`src/rtl/dac_spi_tx.sv`:
```
// SPI transmitter for DAC121S101-class converters: one 16-bit frame per sample tick, MSB first.
// Define DAC_SPI_DUAL_EN to add a lockstep second data line (dac_din_b) for channel B.
module dac_spi_tx #(
  parameter int HALF_DIV   = 2,
  parameter int SAMPLE_DIV = 100
) (
  input  logic        clk,
  input  logic        rst_n,
  input  logic        enable,
  input  logic [11:0] sample_in,
  input  logic [11:0] sample_in_b,
  input  logic [1:0]  pd_mode,
  output logic        dac_sclk,
  output logic        dac_sync_n,
  output logic        dac_din,
  output logic        dac_din_b,
  output logic        busy,
  output logic        frame_done,
  output logic [7:0]  overrun_cnt
);

  localparam int HW = (HALF_DIV > 1) ? $clog2(HALF_DIV) : 1;
  localparam int TW = (SAMPLE_DIV > 1) ? $clog2(SAMPLE_DIV) : 1;
  localparam logic [HW-1:0] HALF_LAST = HW'(HALF_DIV - 1);
  localparam logic [TW-1:0] TICK_LAST = TW'(SAMPLE_DIV - 1);

  typedef enum logic [0:0] {IDLE, SHIFT} state_t;

  state_t          state_q, state_d;
  logic [TW-1:0]   tick_cnt_q, tick_cnt_d;
  logic [HW-1:0]   half_cnt_q, half_cnt_d;
  logic [3:0]      bit_idx_q, bit_idx_d;
  logic [15:0]     shreg_a_q, shreg_a_d;
  logic            sclk_q, sclk_d;
  logic            sync_n_q, sync_n_d;
  logic            din_q, din_d;
  logic            busy_q, busy_d;
  logic            done_q, done_d;
  logic [7:0]      ovr_q, ovr_d;
  logic            tick;
  logic [15:0]     frame_a;

`ifdef DAC_SPI_DUAL_EN
  logic [15:0]     shreg_b_q, shreg_b_d;
  logic            din_b_q, din_b_d;
  logic [15:0]     frame_b;
  assign frame_b = {2'b00, pd_mode, sample_in_b};
`else
  logic            unused_b;
  assign unused_b = ^sample_in_b;
`endif

  assign tick    = enable && (tick_cnt_q == TICK_LAST);
  assign frame_a = {2'b00, pd_mode, sample_in};

  always_comb begin
    tick_cnt_d = '0;
    if (enable && !tick) tick_cnt_d = tick_cnt_q + TW'(1);

    state_d    = state_q;
    half_cnt_d = half_cnt_q;
    bit_idx_d  = bit_idx_q;
    shreg_a_d  = shreg_a_q;
    sclk_d     = sclk_q;
    sync_n_d   = sync_n_q;
    din_d      = din_q;
    busy_d     = busy_q;
    done_d     = 1'b0;
    ovr_d      = ovr_q;
`ifdef DAC_SPI_DUAL_EN
    shreg_b_d  = shreg_b_q;
    din_b_d    = din_b_q;
`endif

    case (state_q)
      IDLE: begin
        if (tick) begin
          shreg_a_d  = frame_a;
          din_d      = frame_a[15];
`ifdef DAC_SPI_DUAL_EN
          shreg_b_d  = frame_b;
          din_b_d    = frame_b[15];
`endif
          sync_n_d   = 1'b0;
          busy_d     = 1'b1;
          bit_idx_d  = 4'd15;
          half_cnt_d = '0;
          state_d    = SHIFT;
        end
      end
      SHIFT: begin
        // A tick arriving while a frame is on the wire is dropped and counted.
        if (tick && ovr_q != 8'hFF) ovr_d = ovr_q + 8'd1;
        if (half_cnt_q == HALF_LAST) begin
          half_cnt_d = '0;
          if (sclk_q) begin
            sclk_d = 1'b0;
          end else if (bit_idx_q == 4'd0) begin
            sclk_d   = 1'b1;
            sync_n_d = 1'b1;
            din_d    = 1'b0;
            busy_d   = 1'b0;
            done_d   = 1'b1;
            state_d  = IDLE;
`ifdef DAC_SPI_DUAL_EN
            din_b_d  = 1'b0;
`endif
          end else begin
            sclk_d    = 1'b1;
            bit_idx_d = bit_idx_q - 4'd1;
            shreg_a_d = {shreg_a_q[14:0], 1'b0};
            din_d     = shreg_a_q[14];
`ifdef DAC_SPI_DUAL_EN
            shreg_b_d = {shreg_b_q[14:0], 1'b0};
            din_b_d   = shreg_b_q[14];
`endif
          end
        end else begin
          half_cnt_d = half_cnt_q + HW'(1);
        end
      end
      default: state_d = IDLE;
    endcase
  end

  always_ff @(posedge clk or negedge rst_n) begin
    if (!rst_n) begin
      state_q    <= IDLE;
      tick_cnt_q <= '0;
      half_cnt_q <= '0;
      bit_idx_q  <= '0;
      shreg_a_q  <= '0;
      sclk_q     <= 1'b1;
      sync_n_q   <= 1'b1;
      din_q      <= 1'b0;
      busy_q     <= 1'b0;
      done_q     <= 1'b0;
      ovr_q      <= '0;
`ifdef DAC_SPI_DUAL_EN
      shreg_b_q  <= '0;
      din_b_q    <= 1'b0;
`endif
    end else begin
      state_q    <= state_d;
      tick_cnt_q <= tick_cnt_d;
      half_cnt_q <= half_cnt_d;
      bit_idx_q  <= bit_idx_d;
      shreg_a_q  <= shreg_a_d;
      sclk_q     <= sclk_d;
      sync_n_q   <= sync_n_d;
      din_q      <= din_d;
      busy_q     <= busy_d;
      done_q     <= done_d;
      ovr_q      <= ovr_d;
`ifdef DAC_SPI_DUAL_EN
      shreg_b_q  <= shreg_b_d;
      din_b_q    <= din_b_d;
`endif
    end
  end

  assign dac_sclk    = sclk_q;
  assign dac_sync_n  = sync_n_q;
  assign dac_din     = din_q;
  assign busy        = busy_q;
  assign frame_done  = done_q;
  assign overrun_cnt = ovr_q;
`ifdef DAC_SPI_DUAL_EN
  assign dac_din_b   = din_b_q;
`else
  assign dac_din_b   = 1'b0;
`endif

endmodule

```
`config.mk`:
```
export PLATFORM = sky130hd
export DESIGN_NAME = dac_spi_tx
export DESIGN_NICKNAME = d
export VERILOG_FILES = /design/src/rtl/dac_spi_tx.sv
export SDC_FILE = /design/constraint.sdc
export NUM_CORES = 1
export LEC_CHECK = 0
export CELL_PAD_IN_SITES_DETAIL_PLACEMENT = 0
export CELL_PAD_IN_SITES_GLOBAL_PLACEMENT = 1
export CORE_MARGIN = 2
export CORE_UTILIZATION = 43
export DETAILED_ROUTE_END_ITERATION = 6
export GPL_TIMING_DRIVEN = 1
export HOLD_SLACK_MARGIN = 0.05
export PLACE_DENSITY = 0.92
export REMOVE_ABC_BUFFERS = 1
export SLEW_MARGIN = 25
export SYNTH_ARGS = -nofsm -noshare
export SYNTH_HDL_FRONTEND = slang
export SYNTH_SLANG_ARGS = --single-unit
```
`constraint.sdc`:
```
create_clock -name clk -period 3.3 [get_ports clk]
set_clock_uncertainty 0.2 [all_clocks]
set_input_delay 0.66 -clock clk [delete_from_list [all_inputs] [get_ports clk]]
set_output_delay 0.66 -clock clk [all_outputs]
set_load 0.05 [all_outputs]
```
* After elaboration in Yosys (flattened, before gate mapping)
Index checks and enable logic that the tools add are counted.
** Storage, ports and cells
- Register bits after elaboration :: 41
- Input port bits :: 29
- Output and inout port bits :: 14
- Word-level logic and storage cells :: 70
** Operators by class
- Add/subtract/negate cells :: 4
- Eq/ne operators :: 7
- Mux-type cells :: 37
- Bitwise operators :: 1
- Reductions and logical operators :: 10
** Operators with widths (count)
- 2-to-1 mux 15 bit :: 4
- case mux 15 bit (2 select lines) :: 1
- 2-to-1 mux 1 bit :: 21
- 2-to-1 mux 4 bit :: 4
- case mux 1 bit (2 select lines) :: 5
- adder 8 x 1 -> 8 bit (second input constant) :: 1
- != test 8 bit (second input constant) :: 1
- case mux 4 bit (2 select lines) :: 1
- AND reduction 4 bit :: 2
- adder 7 x 1 -> 7 bit (second input constant) :: 1
- equality test 7 bit (second input constant) :: 1
- 2-to-1 mux 7 bit :: 1
- != test 2 bit (second input constant) :: 3
- zero test 4 bit :: 1
- != test 2 x 1 -> 1 bit (second input constant) :: 2
- AND reduction 2 bit :: 2
- subtractor 4 x 1 -> 4 bit (second input constant) :: 1
- logical AND 1 bit :: 3
- AND reduction 3 bit :: 1
- adder 1 bit (second input constant) :: 1
- zero test 1 bit :: 1
- NOT 1 bit :: 1

* Longest topological paths before layout
- Depth in word-level cells :: 5
- Gate-level depth with buffers :: 8

* Worst setup path after synthesis
OpenSTA, ideal clock, no wires.
- Path kind :: register to register
- Start point :: register bit_idx_q[0]
- End point :: register shreg_a_q[4]
- Data arrival time :: 1.871 ns
- Data required time :: 2.975 ns
- Setup slack :: 1.104 ns
- Stages on the path, launching flop included :: 9
- Path buffers :: 2
- Cell sequence :: dfrtp_1 inv_1 ha_1 or3b_2 nand2_1 o21a_1 buf_6 buf_12 mux2_4
** On the way
- Longest elaborated chain between the ends :: 3
** RTL lines
- from (decl) :: line 32 : logic [3:0] bit_idx_q, bit_idx_d;
- from (signal assigned) :: line 147 : bit_idx_q <= bit_idx_d;
- zero test 4 bit :: line 98 : end else if (bit_idx_q == 4'd0) begin
- != test 2 bit (no line)
- AND reduction 4 bit (no line)
- to (signal assigned) :: line 148 : shreg_a_q <= shreg_a_d;
- to (decl) :: line 33 : logic [15:0] shreg_a_q, shreg_a_d;
Every way passes these cells.
A chain may end at the register's enable or synchronous reset.

* Worst setup path in the final report
- Start point :: register sclk_q (netlist: dac_sclk)
- End point :: output port dac_sclk
** RTL lines
- from (decl) :: line 34 : logic sclk_q, sclk_d;
- from (signal assigned) :: line 149 : sclk_q <= sclk_d;
- to (decl) :: line 13 : output logic dac_sclk,
No word-level cell between the ends.

==> results.toml <==
[synthesis]
async_flop_share_pct = 100
synth-seq-area-share_pct = 51.2
synth_area_um2 = 2010
avgSynthCellArea_um2 = 11.9
synth_edf_count = 0
synth_cells = 169
yosysUniqueCellTypes = 37
ys_top_cells_by_area = "dfrtp_1 49%, mux2_2 13%, mux2_4 3.7%, dfstp_2 2.6%, xor2_1 2.6%"
yosysTopAreaCell = "dfrtp_1"
yosysMostFrequentCell = "dfrtp_1"
netlist_top_cells_count = "39 x dfrtp_1, 24 x mux2_2, 13 x nor2_1"
synthFlopType = "dfrtp_1"
ys_warn_count = 0
ys_ff_latch = 41
synth_top_area_share_pct = 48.6

[placed_design]
dpl_cell_area_um2 = 2330
routabilityCongestion = 0.785
dp_hpwl_um = 2360
port_buffers = 29
dp_slack_ns = 0.746

[critical_path]
worst-path-buf-inv = 1
slowest_delay_ns = 0.80
critical_path_class = "reg2out"
r2r_cells = 7
worstReg2RegStart = "bit_idx_q[0]"
crit_arrival_ns = 1.65
worst_ep_required_time_ns = 2.44
regToRegSetupSlack_ns = 0.91
worstPathCellList = "clkdlybuf4s50_1"
worstReg2RegEnd = "shreg_a_q[10]"
end_kind = "output port"
slowest_stage = "clkdlybuf4s50_1"
cp_max_fo = 4
critPathLaunchType = "flop"
crit_family = "buffers and inverters"

[sta]
setup_viol = 0
fin_crit_sh_pct = 76.0
finalSetupTns_ns = 0
fmax_mhz = 399
worstMarginPinSlew_ns = 0.879
slew_violations = 0
holdWs_ns = 0.267
fin_ws_ns = 0.791
fin_crit_ns = 2.51
max-slew-margin-rel_pct = 41.4
rsz0062_at_grt = "no"
hold_viol = 0

[worst_hold_path]
worstHoldEndpoint = "tick_cnt_q[0]"
holdPathStages = 1
hold_path.class = "reg2reg"
hp-start = "tick_cnt_q[0]"

[outcome]
status = "finished clean"

[global_route]
grt_pass1_wl_um = 5930
antenna_found_initial = 0
grt_overflow = 0
grt_start_max_net_pins = 42
grt_use_total_pct = 14.7
grt_pass1_vias = 1359

[clocking]
cts_made_buffers = 5
cts_max_level = 2
cts_tree = "yes"
postCtsHoldBufs = 0
cts_resized = 0
path_clk_slew_ns = 0.07
clock-sinks = 41
post_cts_buffers = 0
clock_latency_ns = 0.29
cts_root_buffer = "clkbuf_8"
clock_path_buffers = 2

[drt]
wl_per_cell_um = 13.0
drtPass1Iterations = 4
drt_wl_total_um = 3310
vias_per_cell = 5.22
drt_iter0_drc = 95
antenna_left = 0
route.detailed.drc = 0
vias = 1331

[final_layout]
fillCellCount = 390
diodes = 0
drive_gt1_share_pct = 21.7
syn2layout_area_growth_pct = 19.9
final_nets = 234
stdcell_area_um2 = 2410

[floorplanning]
design.core.area_um2 = 4410
dieHeight_um = 72.3
initial_core_util_pct = 45.5
die_w_um = 72.3
dieArea_um2 = 5230
rows = 24
io_pins = 43

[pwr]
vdd_ir_drop_max_v = 0.000166
power_uw = 860
pwr_density_cell_nw_per_um2 = 357
p_leak_nw = 1.15

[flow_run]
drv_cap = 0
[routing by layer]
| metal | GRT usage [%] | wire length (um) | up-vias |
|---|---|---|---|
| li1 | - | - | 650 |
| met1 | 18.8 | 1530 | 655 |
| met2 | 23.3 | 1600 | 20 |
| met3 | 4.17 | 114 | 6 |
| met4 | 6.29 | 68 | 0 |
| met5 | 0 | 0 | - |
[cells in the final DEF (no fill, tap or decap), types with 2 or more instances in the layout]
master,Yosys,routed
and3_1,2,2
inv_1,10,10
mux2_4,5,5
xor2_1,6,6
a21oi_1,8,8
dfrtp_1,39,39
nor2_1,13,13
nor2b_1,2,2
nand3_1,7,7
o21ai_0,3,3
xnor2_1,5,5
mux2_2,24,24
clkbuf_8,0,5
clkbuf_1,2,3
mux2i_1,2,2
nor3_1,5,5
nand2_1,9,9
o211ai_1,3,3
ha_1,3,3
clkdlybuf4s50_1,0,28
buf_4,1,2
nand4_1,2,2
dfstp_2,2,2
[through the flow]
| stage | utilization, % | instances |
|---|---|---|
| after floorplan | - | 164 |
| after global placement | 52.7 | 247 |
| after detailed placement | 52.7 | 247 |
| after CTS | 54.5 | 255 |
| after global routing | 54.5 | 255 |
| final | 54.5 | 255 |
[how the worst max path moves through the flow]
stage                  from        endpoint  slack (ns)  depth (start not counted)
6_report           dac_sclk        dac_sclk        0.79                          1
5_1_grt          dac_sync_n      dac_sync_n        0.75                          1
4_1_cts            dac_sclk        dac_sclk        0.77                          1
3_5_place_dp         enable  overrun_cnt[7]        0.75                          5
3_3_place_gp         enable  overrun_cnt[7]        0.77                          5
2_1_floorplan  bit_idx_q[0]    shreg_a_q[0]        0.83                          6
[kinds of logic after synthesis]
group	Yosys count	share of synthesized area, %
multiplexers	31	18.2
AND/OR/NAND/NOR	50	14.5
other	1	0.187
adder cells (fa/ha/maj)	3	1.87
XOR/XNOR	11	4.80
AO/OA/AOI/OAI	17	5.05
buffers and inverters	15	4.18
flip-flops	41	51.2
[power by group]
part           total (mW)  switching, mW  internal (mW)  leakage, nW
Clock               0.306          0.156          0.150       0.0395
Combinational      0.0432         0.0218         0.0214        0.571
Sequential          0.511        0.00366          0.507        0.536
Total               0.860          0.181          0.679         1.15
[sequential cells by signal (all words and copies together) (netlist names)]
| register | flops |
|---|---|
| shreg_a_q | 15 |
| overrun_cnt | 8 |
| tick_cnt_q | 7 |
| bit_idx_q | 4 |
| busy | 1 |
| dac_din | 1 |
| dac_sclk | 1 |
| dac_sync_n | 1 |
| frame_done | 1 |
| half_cnt_q | 1 |
| state_q | 1 |
[cell type report]
type                    instances  area (um2)  area share [%]
clock buffers                   8        80.1            3.33
inverters                      10        37.5            1.56
multi-input cells             113         895            37.2
flip-flops and latches         41        1030            42.7
well taps                      52        65.1            2.70
repair buffers                 31         300            12.5
Power figures use the tool's default switching activity.
